File: src/rtl/bridge_pkg.sv
// Shared definitions for the UART bridge: ASCII framing constants, receive FSM states
// and hex/nibble conversion helpers.
package bridge_pkg;

  localparam logic [7:0] AsciiR  = 8'h52;
  localparam logic [7:0] AsciiW  = 8'h57;
  localparam logic [7:0] AsciiCr = 8'h0D;
  localparam logic [7:0] AsciiLf = 8'h0A;

  typedef enum logic [1:0] {
    StIdle,
    StAddr,
    StData,
    StEol
  } rx_state_e;

  // Returns {is_hex, nibble}; nibble is 0 when the character is not a hex digit.
  function automatic logic [4:0] hex_to_nibble(input logic [7:0] c);
    logic [7:0] d;
    d = 8'h00;
    if (c >= 8'h30 && c <= 8'h39) begin
      d = c - 8'h30;
      return {1'b1, d[3:0]};
    end else if (c >= 8'h41 && c <= 8'h46) begin
      d = c - 8'h37;
      return {1'b1, d[3:0]};
    end else if (c >= 8'h61 && c <= 8'h66) begin
      d = c - 8'h57;
      return {1'b1, d[3:0]};
    end
    return 5'b0_0000;
  endfunction

  function automatic logic [7:0] nibble_to_hex(input logic [3:0] n);
    if (n < 4'd10) begin
      return 8'h30 + {4'h0, n};
    end
    return 8'h37 + {4'h0, n};
  endfunction

endpackage

File: src/rtl/bridge_rx.sv
// Host-to-FPGA half of the UART bridge: parses "R<addr>" / "W<addr><data>" ASCII frames
// terminated by CR or LF into single-cycle bus requests.
module bridge_rx
  import bridge_pkg::*;
#(
  parameter int unsigned ADDR_WIDTH = 16,
  parameter int unsigned DATA_WIDTH = 16
) (
  input  logic                  clk,
  input  logic                  rst,
  input  logic [7:0]            data_i,
  input  logic                  valid_i,
  output logic [ADDR_WIDTH-1:0] addr_o,
  output logic [DATA_WIDTH-1:0] data_o,
  output logic                  rw_o,
  output logic                  valid_o
);

  localparam int unsigned AddrNib = ADDR_WIDTH / 4;
  localparam int unsigned DataNib = DATA_WIDTH / 4;
  localparam int unsigned MaxNib  = (AddrNib > DataNib) ? AddrNib : DataNib;
  localparam int unsigned CntW    = $clog2(MaxNib + 1);

  rx_state_e             state_q, state_d;
  logic [CntW-1:0]       cnt_q, cnt_d;
  logic [ADDR_WIDTH-1:0] addr_sr_q, addr_sr_d;
  logic [DATA_WIDTH-1:0] data_sr_q, data_sr_d;
  logic                  is_write_q, is_write_d;
  logic [ADDR_WIDTH-1:0] addr_d;
  logic [DATA_WIDTH-1:0] data_d;
  logic                  rw_d;
  logic                  valid_d;

  logic [4:0] hex;
  logic       is_hex;
  logic [3:0] nib;
  logic       is_start;
  logic       is_term;

  always_comb begin
    hex      = hex_to_nibble(data_i);
    is_hex   = hex[4];
    nib      = hex[3:0];
    is_start = (data_i == AsciiR) || (data_i == AsciiW);
    is_term  = (data_i == AsciiCr) || (data_i == AsciiLf);
  end

  always_comb begin
    state_d    = state_q;
    cnt_d      = cnt_q;
    addr_sr_d  = addr_sr_q;
    data_sr_d  = data_sr_q;
    is_write_d = is_write_q;
    addr_d     = addr_o;
    data_d     = data_o;
    rw_d       = rw_o;
    valid_d    = 1'b0;

    if (valid_i) begin
      if (is_start) begin
        // A frame start restarts parsing from any state.
        is_write_d = (data_i == AsciiW);
        cnt_d      = '0;
        addr_sr_d  = '0;
        data_sr_d  = '0;
        state_d    = StAddr;
      end else begin
        unique case (state_q)
          StIdle: ;
          StAddr: begin
            if (is_hex) begin
              addr_sr_d = (addr_sr_q << 4) | ADDR_WIDTH'(nib);
              if (cnt_q == CntW'(AddrNib - 1)) begin
                cnt_d   = '0;
                state_d = is_write_q ? StData : StEol;
              end else begin
                cnt_d = cnt_q + 1'b1;
              end
            end else begin
              state_d = StIdle;
            end
          end
          StData: begin
            if (is_hex) begin
              data_sr_d = (data_sr_q << 4) | DATA_WIDTH'(nib);
              if (cnt_q == CntW'(DataNib - 1)) begin
                cnt_d   = '0;
                state_d = StEol;
              end else begin
                cnt_d = cnt_q + 1'b1;
              end
            end else begin
              state_d = StIdle;
            end
          end
          StEol: begin
            if (is_term) begin
              addr_d  = addr_sr_q;
              data_d  = is_write_q ? data_sr_q : '0;
              rw_d    = is_write_q;
              valid_d = 1'b1;
            end
            state_d = StIdle;
          end
          default: state_d = StIdle;
        endcase
      end
    end
  end

  always_ff @(posedge clk or posedge rst) begin
    if (rst) begin
      state_q    <= StIdle;
      cnt_q      <= '0;
      addr_sr_q  <= '0;
      data_sr_q  <= '0;
      is_write_q <= 1'b0;
      addr_o     <= '0;
      data_o     <= '0;
      rw_o       <= 1'b0;
      valid_o    <= 1'b0;
    end else begin
      state_q    <= state_d;
      cnt_q      <= cnt_d;
      addr_sr_q  <= addr_sr_d;
      data_sr_q  <= data_sr_d;
      is_write_q <= is_write_d;
      addr_o     <= addr_d;
      data_o     <= data_d;
      rw_o       <= rw_d;
      valid_o    <= valid_d;
    end
  end

endmodule

File: config.mk
export PLATFORM = sky130hd
export DESIGN_NAME = bridge_rx
export DESIGN_NICKNAME = d
export VERILOG_FILES = /design/src/rtl/bridge_pkg.sv /design/src/rtl/bridge_rx.sv
export SDC_FILE = /design/constraint.sdc
export NUM_CORES = 1
export LEC_CHECK = 0
export ABC_CLOCK_PERIOD_IN_PS = 2450
export CAP_MARGIN = 20
export CORE_ASPECT_RATIO = 1.1
export CORE_MARGIN = 4
export CORE_UTILIZATION = 49
export DETAILED_ROUTE_END_ITERATION = 12
export GPL_TIMING_DRIVEN = 0
export PLACE_DENSITY = 0.73
export SLEW_MARGIN = 20
export SYNTH_ARGS = -nofsm -noshare
export SYNTH_HDL_FRONTEND = slang
export SYNTH_SLANG_ARGS = --single-unit
File: constraint.sdc
create_clock -name clk -period 2.45 [get_ports clk]
set_clock_uncertainty 0.15 [all_clocks]
set_input_delay 0.3675 -clock clk [delete_from_list [all_inputs] [get_ports clk]]
set_output_delay 0.3675 -clock clk [all_outputs]
set_load 0.02 [all_outputs]
==> impl_metrics.tcl <==
set metrics [dict create \
    syn_nets 311 \
    cts-root-buf "clkbuf_8" \
    critPathMaxStageDelay_ps 560 \
    grt_max_degree 39 \
    clock_path_buffers 2 \
    ys_warn_count 0 \
    hold_buffers 0 \
    track_usage 0.1798 \
    slew_violations 0 \
    syn-cell-area_um2 3201 \
    critical_path.startpoint_type "input port" \
    final_cell_mix "dfrtp_1 (72), nand2_1 (70), clkdlybuf4s50_1 (40)" \
    diodes 0 \
    grt_setup_unrepaired "no" \
    setup_violations 0 \
    ctsHtreeMaxLevel 3 \
    final_common_cell "dfrtp_1" \
    crit_slowest_cell "or4b_4" \
    finalNetCount 370 \
    antenna_left 0 \
    wirelength_mm 6.520 \
    tritoncts "done" \
    peakVddDrop_uv 553.2 \
    crit_family "simple AND/OR/NAND/NOR gates" \
    drc 0 \
    die_area_um2 7891 \
    place_inst 417 \
    detailed_place.area_um2 3764 \
    synth_ff_type "dfrtp_1" \
    worstPathCellList "clkdlybuf4s50_1 > or4b_4 > or3_4 > a21oi_4 > o21ai_4 > buf_6 > a22o_1" \
    area_delta_synth_final_pct 25.96 \
    total_power_uw 2866 \
    vias_per_cell 5.339 \
    synthArstFlopShare 1.000 \
    hold_slack_ps 247.9 \
    synth-seq-cells 72 \
    max_freq_mhz 416.3 \
    dieWidth_um 85.06 \
    endpoint_kind "register" \
    drt-wirelength-per-cell_um 14.95 \
    cp_num_buf_inv 2 \
    fill_cells 493 \
    final_area_um2 4031 \
    grt_pass1_vias 2329 \
    grt_pass1_wl_mm 11.12 \
    synth_area_leader_cell "dfrtp_1" \
    drv_cap 0 \
    drtIter0Drc 159 \
    io_pins 45 \
    status "finished clean" \
    gp_congestion 0.8261 \
    drive_above_1_share 0.1601 \
    worstPathRequired_ps 2530 \
    core-area_um2 6269 \
    synth.distinct_cells 46 \
    grt_remaining_overflow 0 \
    synth_top_area_frac 0.5629 \
    numPortBuffers 44 \
    relSlewSlack 0.6434 \
    hpwlAfterDp_mm 4.628 \
    layoutNonFillerInstCount 436 \
    numCtsBuffers 9 \
    worstSetupPathType "in -> reg" \
    p_leak_uw 0.001850 \
    arrival_ps 2480 \
    final_core_util 0.6431 \
    cts_sinks 72 \
    die_h_um 92.77 \
    powerDensity_nw_per_um2 711.0 \
    antenna_found_initial 0 \
    synth_edf_count 0 \
    core.rowCount 30 \
    seq_area_frac_synth 0.5629 \
    post-route-min-period_ps 2402 \
    post-route-period-util 0.9805 \
    cp_max_fo 10 \
    num_vias 2328 \
    synth_area_leaders "dfrtp_1 (56%), nand2_1 (8.3%), mux2_2 (6.0%)" \
    syn_area_per_cell_um2 10.96 \
    worst_slew_pin_slew_ps 535.0 \
    synth_cells 292 \
    clock_latency_ps 340 \
    hold_path_class "in -> async" \
    initial_core_util 0.5106 \
    hold_viol_final 0 \
    path_clk_slew_ps 80 \
    dr.pass1.iters 4 \
]
layer usage:
metal	vias to the layer above	track usage	wire (um)	part of all wire
li1	1137	-	-	-
met1	1124	0.2402	3022	0.46
met2	54	0.2759	3050	0.47
met3	13	0.04537	329	0.050
met4	0	0.07916	118	0.018
met5	-	0	0	0
report_power, final:
group	total (uW)	internal, uW	switching [uW]
logic	391	174	217
clock network	1070	627	441
registers	1410	1310	101
total	2870	2110	759
cell type report:
class	count	area, um^2	area share
repair buffers	49	493.0	0.1223
multi-input cells	196	1287	0.3194
flip-flops and latches	72	1802	0.4469
plain buffers	12	75.07	0.01862
well taps	80	100.1	0.02483
clock buffers	11	151.4	0.03755
inverters	11	43.79	0.01086
clock inverters	5	78.83	0.01955
final timing paths:
check	slack, ps	endpoint	cells past startpoint	from
hold reg to reg	330	data_o[8]$_DFFE_PP0P_	2	data_o[8]$_DFFE_PP0P_
min in group clk	330	data_o[8]$_DFFE_PP0P_	2	data_o[8]$_DFFE_PP0P_
setup / recovery	50	data_sr_q[4]$_DFFE_PP0P_	7	data_i[4]
max in group asynchronous	1360	is_write_q$_DFFE_PP0P_	3	rst
hold / removal	250	addr_o[14]$_DFFE_PP0P_	2	rst
setup reg to reg	490	addr_o[0]$_DFFE_PP0P_	6	state_q[0]$_DFFE_PP0P_
cells in the mapped netlist, types with 2 or more instances:
cell type and n:
o21ai_0 34, inv_1 11, a21oi_4 2, nor2_1 5, a22o_1 11, mux2_2 17, nor3b_1 2, clkbuf_1 7
nand2b_1 2, a21o_1 2, mux2i_1 5, o2bb2ai_1 4, dfrtp_1 72, ha_1 8, nand2_1 71, nor3_1 2
a21oi_1 7, a22o_2 2
kinds of logic (layout without fill, tap and decap cells):
family / Yosys count / in the layout / share of synthesized area
mux: 22 / 22 / 0.07545
flops: 72 / 72 / 0.5629
simple gates: 92 / 92 / 0.1274
compound gates: 73 / 73 / 0.1634
xor+xnor: 1 / 1 / 0.002737
fa+ha+maj: 8 / 8 / 0.03128
buf+inv: 24 / 88 / 0.03675
flip-flops by register name, indices dropped and copies added (netlist names):
signal      cells
state_q         2
cnt_q           3
data_sr_q      16
data_o         16
addr_sr_q      16
addr_o         16
is_write_q      1
rw_o            1
valid_o         1
worst register-to-register path, cell delays in order (launching register included):
cell	delay [ps]
dfrtp_1	400
ha_1	240
nand2_1	70
nor3_1	140
nand4_1	240
clkbuf_2	290
mux2_2	320
what timing repair did:
action	4_1_cts	5_1_grt
pin swaps	2	0
setup buffers	4	0
gates resized for setup	5	3
endpoints found under the setup margin	48	19
stage by stage:
stage / TNS, ps / worst slack [ps]
2_1_floorplan: 0 / 107.6
3_3_place_gp: -98650 / -980.9
3_5_place_dp: -28170 / -825.2
4_1_cts: 0 / 6.023
5_1_grt: 0 / 2.030
6_report: 0 / 47.72
Note: power is estimated with default switching activity, not from simulation.
